$ cat src/rtl/step_ctrl_pkg.sv
// step_ctrl_pkg: shared types and constants for the single-step controller.
//   db_state_e   : debounce FSM state encoding
//   STEP_CNT_W   : width of the step counter
//   STEP_CNT_MAX : saturation value of the step counter
//   sat_inc()    : saturating increment of the step counter
package step_ctrl_pkg;

  typedef enum logic [1:0] {
    IDLE         = 2'd0,
    PRESS_WAIT   = 2'd1,
    PRESSED      = 2'd2,
    RELEASE_WAIT = 2'd3
  } db_state_e;

  localparam int STEP_CNT_W = 16;
  localparam logic [STEP_CNT_W-1:0] STEP_CNT_MAX = 16'hFFFF;

  // Increment that sticks at STEP_CNT_MAX instead of wrapping.
  function automatic logic [STEP_CNT_W-1:0] sat_inc(input logic [STEP_CNT_W-1:0] v);
    logic [STEP_CNT_W-1:0] r;
    if (v == STEP_CNT_MAX) begin
      r = v;
    end else begin
      r = v + 16'd1;
    end
    return r;
  endfunction

endpackage

$ cat src/rtl/step_ctrl_btn_debounce.sv
// btn_debounce: 2-FF synchroniser and debounce FSM for the active-low step button.
// Ports:
//   clk        in  board clock
//   reset      in  asynchronous active-low reset
//   btn_step_n in  raw, bouncy, asynchronous button (0 = pressed)
//   press_evt  out registered one-cycle pulse when a press is accepted
module btn_debounce
  import step_ctrl_pkg::*;
#(
  parameter int DEBOUNCE_CYCLES = 20000,
  parameter int CNT_W           = 26
) (
  input  logic clk,
  input  logic reset,
  input  logic btn_step_n,
  output logic press_evt
);

  localparam logic [CNT_W-1:0] CNT_LAST = CNT_W'(DEBOUNCE_CYCLES - 1);

  logic             btn_meta_r;
  logic             btn_s_r;
  db_state_e        state_r;
  db_state_e        state_n;
  logic [CNT_W-1:0] cnt_r;
  logic [CNT_W-1:0] cnt_n;
  logic             press_n;

  // Synchroniser; resets to the released level so reset never looks like a press.
  always_ff @(posedge clk or negedge reset) begin
    if (!reset) begin
      btn_meta_r <= 1'b1;
      btn_s_r    <= 1'b1;
    end else begin
      btn_meta_r <= btn_step_n;
      btn_s_r    <= btn_meta_r;
    end
  end

  // Debounce state, counter and press event registers.
  always_ff @(posedge clk or negedge reset) begin
    if (!reset) begin
      state_r   <= IDLE;
      cnt_r     <= '0;
      press_evt <= 1'b0;
    end else begin
      state_r   <= state_n;
      cnt_r     <= cnt_n;
      press_evt <= press_n;
    end
  end

  // Debounce next-state logic: a level must be stable for DEBOUNCE_CYCLES samples.
  always_comb begin
    state_n = state_r;
    cnt_n   = cnt_r;
    press_n = 1'b0;
    case (state_r)
      IDLE: begin
        if (!btn_s_r) begin
          state_n = PRESS_WAIT;
          cnt_n   = '0;
        end else begin
          state_n = IDLE;
        end
      end
      PRESS_WAIT: begin
        if (btn_s_r) begin
          state_n = IDLE;
        end else if (cnt_r == CNT_LAST) begin
          state_n = PRESSED;
          press_n = 1'b1;
        end else begin
          cnt_n = cnt_r + CNT_W'(1);
        end
      end
      PRESSED: begin
        // Held button stays here: one event per press, no auto-repeat.
        if (btn_s_r) begin
          state_n = RELEASE_WAIT;
          cnt_n   = '0;
        end else begin
          state_n = PRESSED;
        end
      end
      RELEASE_WAIT: begin
        if (!btn_s_r) begin
          state_n = PRESSED;
        end else if (cnt_r == CNT_LAST) begin
          state_n = IDLE;
        end else begin
          cnt_n = cnt_r + CNT_W'(1);
        end
      end
      default: begin
        state_n = IDLE;
        cnt_n   = '0;
      end
    endcase
  end

endmodule

$ cat src/rtl/step_ctrl.sv
// step_ctrl: single-step / free-run controller in front of the single-cycle CPU.
// Optional feature macro: STEP_BURST_EN (adds burst_sel input and BURST_LEN parameter).
// Ports:
//   clk        in  board clock
//   reset      in  asynchronous active-low reset
//   btn_step_n in  raw step button, active-low, bouncy
//   run_mode   in  1 = free-run, 0 = manual step
//   halt       in  CPU halt indication (same clock domain)
//   burst_sel  in  (STEP_BURST_EN only) 1 = a press issues a burst of BURST_LEN steps
//   step_pulse out registered one-cycle step strobe
//   step_count out number of steps issued, saturating at 16'hFFFF
//   halted     out sticky halt flag
module step_ctrl
  import step_ctrl_pkg::*;
#(
  parameter int DEBOUNCE_CYCLES = 20000,
  parameter int RUN_DIV         = 50000000,
`ifdef STEP_BURST_EN
  parameter int BURST_LEN       = 8,
`endif
  parameter int CNT_W           = 26
) (
  input  logic                  clk,
  input  logic                  reset,
  input  logic                  btn_step_n,
  input  logic                  run_mode,
  input  logic                  halt,
`ifdef STEP_BURST_EN
  input  logic                  burst_sel,
`endif
  output logic                  step_pulse,
  output logic [STEP_CNT_W-1:0] step_count,
  output logic                  halted
);

  localparam logic [CNT_W-1:0] DIV_LAST = CNT_W'(RUN_DIV - 1);

  logic             press_evt_s;
  logic             run_meta_r;
  logic             run_s_r;
  logic [CNT_W-1:0] div_r;
  logic             div_wrap_s;
  logic             halted_r;
  logic             step_req_s;
  logic             step_next_s;

  btn_debounce #(
    .DEBOUNCE_CYCLES(DEBOUNCE_CYCLES),
    .CNT_W          (CNT_W)
  ) u_db (
    .clk       (clk),
    .reset     (reset),
    .btn_step_n(btn_step_n),
    .press_evt (press_evt_s)
  );

  // Mode switch synchroniser.
  always_ff @(posedge clk or negedge reset) begin
    if (!reset) begin
      run_meta_r <= 1'b0;
      run_s_r    <= 1'b0;
    end else begin
      run_meta_r <= run_mode;
      run_s_r    <= run_meta_r;
    end
  end

  assign div_wrap_s = run_s_r && (div_r == DIV_LAST);

  // Run-rate divider; parked at 0 in manual mode so run mode starts a full period.
  always_ff @(posedge clk or negedge reset) begin
    if (!reset) begin
      div_r <= '0;
    end else if (!run_s_r || div_wrap_s) begin
      div_r <= '0;
    end else begin
      div_r <= div_r + CNT_W'(1);
    end
  end

`ifdef STEP_BURST_EN
  localparam int BL_W = $clog2(BURST_LEN + 1);

  logic            bsel_meta_r;
  logic            bsel_s_r;
  logic [BL_W-1:0] burst_left_r;
  logic [BL_W-1:0] burst_left_n;
  logic            gap_r;
  logic            gap_n;
  logic            burst_step_s;
  logic            manual_req_s;

  // Burst select synchroniser.
  always_ff @(posedge clk or negedge reset) begin
    if (!reset) begin
      bsel_meta_r <= 1'b0;
      bsel_s_r    <= 1'b0;
    end else begin
      bsel_meta_r <= burst_sel;
      bsel_s_r    <= bsel_meta_r;
    end
  end

  // Burst bookkeeping: remaining pulses and the pulse/gap phase.
  always_ff @(posedge clk or negedge reset) begin
    if (!reset) begin
      burst_left_r <= '0;
      gap_r        <= 1'b0;
    end else begin
      burst_left_r <= burst_left_n;
      gap_r        <= gap_n;
    end
  end

  // Step arbitration with bursts; an active burst swallows new press events.
  always_comb begin
    burst_left_n = burst_left_r;
    gap_n        = gap_r;
    burst_step_s = 1'b0;
    manual_req_s = 1'b0;
    if (halt || halted_r) begin
      burst_left_n = '0;
      gap_n        = 1'b0;
    end else if (burst_left_r != '0) begin
      if (gap_r) begin
        gap_n = 1'b0;
      end else begin
        burst_step_s = 1'b1;
        burst_left_n = burst_left_r - BL_W'(1);
        gap_n        = 1'b1;
      end
    end else if (!run_s_r && press_evt_s) begin
      if (bsel_s_r) begin
        burst_step_s = 1'b1;
        burst_left_n = BL_W'(BURST_LEN - 1);
        gap_n        = 1'b1;
      end else begin
        manual_req_s = 1'b1;
      end
    end else begin
      gap_n = 1'b0;
    end
    if (run_s_r) begin
      step_req_s = div_wrap_s || burst_step_s;
    end else begin
      step_req_s = manual_req_s || burst_step_s;
    end
    // Live halt suppresses a step that is due in the same cycle.
    step_next_s = step_req_s && !halted_r && !halt;
  end
`else
  // Step arbitration: divider in run mode, debounced press in manual mode.
  always_comb begin
    if (run_s_r) begin
      step_req_s = div_wrap_s;
    end else begin
      step_req_s = press_evt_s;
    end
    // Live halt suppresses a step that is due in the same cycle.
    step_next_s = step_req_s && !halted_r && !halt;
  end
`endif

  // Output registers: step strobe, saturating counter and sticky halt.
  always_ff @(posedge clk or negedge reset) begin
    if (!reset) begin
      step_pulse <= 1'b0;
      step_count <= '0;
      halted_r   <= 1'b0;
    end else begin
      step_pulse <= step_next_s;
      if (step_next_s) begin
        step_count <= sat_inc(step_count);
      end else begin
        step_count <= step_count;
      end
      halted_r <= halted_r || halt;
    end
  end

  assign halted = halted_r;

endmodule

$ cat config.mk
export PLATFORM = sky130hd
export DESIGN_NAME = step_ctrl
export DESIGN_NICKNAME = d
export VERILOG_FILES = /design/src/rtl/step_ctrl_pkg.sv /design/src/rtl/step_ctrl_btn_debounce.sv /design/src/rtl/step_ctrl.sv
export SDC_FILE = /design/constraint.sdc
export NUM_CORES = 1
export LEC_CHECK = 0
export CORE_ASPECT_RATIO = 0.6
export CORE_UTILIZATION = 50
export CTS_CLUSTER_SIZE = 14
export DETAILED_ROUTE_END_ITERATION = 7
export GPL_ROUTABILITY_DRIVEN = 1
export GPL_TIMING_DRIVEN = 0
export MAX_ROUTING_LAYER = met4
export PLACE_DENSITY = 0.69
export SKIP_CTS_REPAIR_TIMING = 1
export SYNTH_ARGS = -nofsm -noshare
export SYNTH_HDL_FRONTEND = slang
export SYNTH_HIERARCHICAL = 1
export SYNTH_SLANG_ARGS = --single-unit
export TNS_END_PERCENT = 20
$ cat constraint.sdc
create_clock -name clk -period 2.3 [get_ports clk]
set_input_delay 0.23 -clock clk [delete_from_list [all_inputs] [get_ports clk]]
set_output_delay 0.23 -clock clk [all_outputs]
set_load 0.02 [all_outputs]
# [Word-level counts from Yosys, hierarchy flattened]
# Index checks and enable logic that the tools add are counted.
[totals] register_bits=77 in_bits=5 out_inout_bits=18 word_cells=57
[classes] addsub=3 n_eq_ne=12 mux=18 n_bitwise=1 n_reduce_logical=12
[ops] cell="$mux 26" count=6
[ops] cell="$pmux 26 s4" count=1
[ops] cell="$add 26x1->26 const B" count=2
[ops] cell="$eq 26x15->1 const B" count=1
[ops] cell="$eq 26x26->1 const B" count=1
[ops] cell="$add 16x1->16 const B" count=1
[ops] cell="$eq 16x16->1 const B" count=1
[ops] cell="$mux 2" count=4
[ops] cell="$pmux 2 s4" count=1
[ops] cell="$mux 1" count=6
[ops] cell="$eq 2x2->1 const B" count=2
[ops] cell="$ne 2x1->1 const B" count=2
[ops] cell="$ne 2x2->1 const B" count=2
[ops] cell="$reduce_and 2->1" count=2
[ops] cell="$reduce_and 4->1" count=1
[ops] cell="$logic_and 1x1->1" count=3
[ops] cell="$logic_not 1->1" count=3
[ops] cell="$ne 3x1->1 const B" count=1
[ops] cell="$ne 3x3->1 const B" count=1
[ops] cell="$eq 2x1->1 const B" count=1
[ops] cell="$logic_not 2->1" count=1
[ops] cell="$logic_or 1x1->1" count=2
[ops] cell="$not 1->1" count=1

# [Logic depth before layout (Yosys ltp)]
[logic_depth] depth_word=6 ltp_mapped=8 ltp_nobuf=6

# [Hierarchy]
# Netlist, hierarchy kept.
[modules_own_cells] module="step_ctrl" n_inst=1 cells_per_inst=221 area_each_um2=2348.5 seq_area_each_um2=1151.1
[modules_own_cells] module="btn_debounce" n_inst=1 cells_per_inst=203 area_each_um2=1816.7 seq_area_each_um2=778.2

# [Worst setup path before layout]
# Ideal clock, no wire load.
[synth_timing] path_type="flip-flop to flip-flop" from="reg u_db.btn_s_r" to="reg u_db.cnt_r[24]" t_arrival_ns=1.983 required_time_ns=2.222 path_slack_ns=0.239 stages_incl_launch_ff=7 period_less_slack_ns=2.061 cell_sequence="dfstp_2 > xor2_1 > or4_1 > buf_2 > buf_6 > or4_1 > a21oi_1"
[synth_via] elab_chain_cells=2 elab_cells_between_ends=5 classes_between="eq/ne: 4; reduce/logical: 1"
[synth_lines] item="start: declaration" line_no="step_ctrl_btn_debounce.sv:22" rtl="logic btn_s_r;"
[synth_lines] item="start signal: assignment" line_no="step_ctrl_btn_debounce.sv:36" rtl="btn_s_r <= btn_meta_r;"
[synth_lines] item="$ne 2x1->1 (no line) / $ne 2x2->1 (equally long branches)"
[synth_lines] item="$reduce_and 4->1 (no line) (*)"
[synth_lines] item="end signal: assignment" line_no="step_ctrl_btn_debounce.sv:48" rtl="cnt_r <= cnt_n;"
[synth_lines] item="end: declaration" line_no="step_ctrl_btn_debounce.sv:25" rtl="logic [CNT_W-1:0] cnt_r;"
# Every way passes the cells marked *; elsewhere a longest branch is shown, timed or not.
# A chain may end at the register's enable or synchronous reset.

# [Worst setup path after layout]
# Same ends and word-level chain as after synthesis.

==> impl.org <==
** Run status
- Run status :: finished, final reports clean

** Route
- Routed wire length per instance :: 16.8 um
- In this run the top signal layer used is met4.
- After detailed routing, the number of remaining DRC violations is 0.
- Detailed routing placed a total of 3710 um of wire on met2.
- The first TritonRoute pass finished after 5 iterations.
- The final layout contains routed wiring with a total length of 9610 um.
- After detailed routing, the met3 layer carries 646 um of wire.
- Once detail routing completed, the nets flagged for antenna violations numbered 0.
- Detailed-route vias per instance :: 5.96
- For this block, wires on met1 add up to 5160 um.
- The detailed router placed about 3,400 vias in this run.
- The detailed router finished its first iteration with between 400 and 500 violations.

** Clocking
- TritonCTS clock tree :: built
- At the later pin of the worst-skew pair, clock insertion delay measures 0.34 ns.
- TritonCTS Buffers :: 9
- Clock tree synthesis selected as its root buffer the cell clkbuf_16.
- Clk pin slew, worst setup/hold paths :: 0.06 ns
- Clock Tree Buf Depth :: 2
- The H-tree was split into 3 levels.
- Clock sink count :: 77

** Job
- Across the run, the number of max-cap violations was 0.

** Critical path
- Counting stages on the worst path, the most repeated cell is or4_1.
- The setup path with the least slack is of type flip-flop to flip-flop.
- The signal on the critical path passes through xor2_2 > or4_1 > buf_2 > buf_6 > or4_1 > a21oi_1.
- CP Data Arrival Time :: 2.48 ns
- The number of buffers and inverters on the critical path is 2.
- At the worst endpoint, the required time is 2.56 ns.
- Kind of end point of the critical path :: flip-flop
- The critical path crosses 6 cells after its start point.
- Number of cells traversed by the worst register-to-register path :: 6
- Type of origin of the critical path :: flip-flop
- Along the worst path, the maximum fanout reaches 10.
- On the critical path, the stage with the largest delay is an instance of dfstp_2.
- Grouping stages by cell kind, the critical path spends the most delay in simple AND/OR/NAND/NOR gates.
- The largest single stage delay on the critical path is between 0.5 and 0.6 ns.

** Global route
- Number of antenna violations at the first check in global routing :: 0
- Residual overflow from global routing :: 0
- GR Util All Layers :: around a quarter
- Entering global routing, the biggest net connects 59 pins.
- The first global-routing pass estimated 15,800 um of wire.
- Number of global-route vias before repair :: 3,009

** Logic synthesis
- The share of the Yosys chip area taken by registers is 46.3%.
- Yosys mapped the design onto between 60 and 70 distinct sky130hd cell types.
- Counting flops and latches in the post-synthesis netlist gives 77.
- After technology mapping, the gate count stands at 424.
- Number of enable-type register cells in the synthesized netlist :: 0
- Syn Area/Cell :: ~9.8 um2
- During synthesis, Yosys emitted a total of 6 warnings.
- In the synthesized netlist the dominant register cell turns out to be dfrtp_1.
- Async set-or-reset flop fraction in the synthesized netlist :: 100%
- Summing every instance area after synthesis gives about 4200 um2.
- Synthesized netlist net count :: ~430

** Die
- The core region is around 8000 um2.
- For this configuration, the core starts out at a cell density of a little over half.
- The die is 120 um wide.
- The die covers 8710 um2.
- Number of top-level design ports :: 23
- Vertical die dimension :: 72.7 um
- Number of rows in the core area :: 25

** Timing
- Derived from the worst setup path, the maximum achievable clock frequency is between 0.4 and 0.5 GHz.
- Setup violation total in the final timing report :: 0
- On the final layout, the worst clock skew is roughly 0.0084 ns.
- For the final routed database, the setup TNS stands at 0 ns.
- Time the worst path needs with I/O delays and setup :: 2.22 ns
- The worst pin sits at a relative slew slack of between 30% and 40%.
- At the pin with the least slew margin, the transition time is approximately 0.93 ns.
- Fin. max-slew vios :: 0
- The count of final hold-check violations was 0.
- Final period util :: 96.5%
- Post-Route Hold Slack :: 0.310 ns

** Worst hold path
- Worst Hold Class :: primary input to flip-flop
- Instance count along the most critical hold path :: 1

** Placement
- Routability congestion estimate :: 0.904
- After legalization and detailed placement, the total HPWL measured just under 7000 um.
- Post-placement cell count :: 555
- Buffers placed on the I/O ports in this run total 22.

** Finish
- Once layout is complete, the utilization of the core stands at between 60 and 70%.
- Cells with a size suffix above 1 make up 13.5% of the layout.
- Area growth from synthesis to layout :: 17.0%
- Area occupied by multi-input gates :: 2100 um2
- Count of inserted antenna diode cells :: 0
- The final layout contains approximately 470 nets.
- Across the whole layout, storage elements account for 1930 um2.
- Leaving out filler cells and counting taps, the final layout contains approximately 570.
- The filler cells instantiated in the layout total 681.

** Pwr
- The analysis attributes to cell leakage a power of 1.86 nW.
- Dividing total power by cell area gives a power density of 589 nW/um2.
- Worst VDD drop :: around 0.38 mV
- After layout, the design draws a total of 2.87 mW.
final cells by class:
type	count	area share (%)
Multi-Input combinational cell	316	43.1
Clock inverter	1	0.103
Buffer	19	2.26
Inverter	11	0.873
Sequential cell	77	39.7
Clock buffer	15	5.70
Timing Repair Buffer	26	5.55
Tap cell	108	2.77
layout by cell type, fill, tap and decap left out, types with 12 or more instances in the layout:
cell type	instances
a21oi_1	18
and3_1	12
clkbuf_1	12
clkdlybuf4s50_1	21
dfrtp_1	73
nand2_1	34
nand3_1	22
nand4_1	17
nor2_1	34
nor3_1	13
xnor2_1	26
xor2_1	12
cells by family after synthesis:
kind of cell,synth area share [%]
adder cells (fa/ha/maj),0.901
AO/OA/AOI/OAI,10.3
multiplexers,1.08
flip-flops,46.3
AND/OR/NAND/NOR,29.6
buffers and inverters,3.63
XOR/XNOR,8.20
synthesized netlist by cell type, types with 2 or more instances:
library cell / n / area [um2]
a211oi_1: 5 / 37.5
a21oi_1: 18 / 90.1
a221o_1: 2 / 20.0
a31oi_1: 2 / 12.5
and2_1: 2 / 12.5
and3_1: 12 / 75.1
and4_1: 4 / 35.0
buf_2: 4 / 20.0
buf_4: 2 / 15.0
clkbuf_1: 10 / 37.5
clkbuf_2: 2 / 10.0
dfrtp_1: 75 / 1880
dfstp_2: 2 / 52.6
ha_1: 3 / 37.5
inv_1: 10 / 37.5
mux2i_1: 3 / 30.0
nand2_1: 34 / 128
nand2_2: 2 / 12.5
nand2b_1: 2 / 12.5
nand3_1: 23 / 115
nand3_2: 9 / 90.1
nand4_1: 17 / 106
nor2_1: 34 / 128
nor2_2: 3 / 18.8
nor3_1: 13 / 65.1
nor4_1: 10 / 62.6
nor4_2: 7 / 87.6
nor4b_1: 4 / 35.0
nor4bb_1: 2 / 20.0
o211ai_1: 3 / 22.5
o21ai_0: 10 / 50.1
o311ai_0: 3 / 26.3
o31ai_1: 9 / 67.6
o41ai_1: 2 / 17.5
or2_1: 3 / 18.8
or3_1: 7 / 43.8
or4_1: 10 / 75.1
xnor2_1: 26 / 228
xor2_1: 13 / 114
worst paths after layout:
path / start / to / slack (ns)
worst min register to register: u_db/btn_meta_r / u_db/btn_s_r / 0.36
max in group asynchronous: reset / u_db/btn_meta_r / 1.36
min in group asynchronous: reset / u_db/cnt_r[15] / 0.32
worst max register to register: u_db/btn_s_r / u_db/cnt_r[24] / 0.08
worst min-delay path: btn_step_n / u_db/btn_meta_r / 0.31
worst max-delay path: u_db/btn_s_r / u_db/cnt_r[24] / 0.08
metrics by stage:
stage	setup slack [ns]	area, um2
after CTS	0.0460	4830
after floorplan	0.239	4170
after detailed placement	0.0542	4550
final	0.0794	4870
after global routing	-0.0178	4870
after global placement	-1.71	4520
per-layer routing:
| metal | up-vias | track usage [%] |
|---|---|---|
| met3 | 10 | 7.03 |
| met2 | 104 | 28.8 |
| li1 | 1643 | - |
| met4 | 0 | 7.64 |
| met5 | - | - |
| met1 | 1659 | 38.8 |
sequential cells by signal, summed over array words and instances, names as in the netlist, named ones only:
register,flops
u_db/press_evt,1
u_db/cnt_r,26
run_meta_r,1
run_s_r,1
u_db/btn_s_r,1
div_r,26
step_pulse,1
halted,1
step_count,16
u_db/state_r,1
u_db/btn_meta_r,1
where the power goes:
part	internal [mW]	switching, mW	leakage, nW
Combinational	0.0379	0.0855	0.667
Clock	0.819	0.530	0.140
Sequential	1.37	0.0207	1.05
Note: power is estimated with default switching activity, not from simulation.
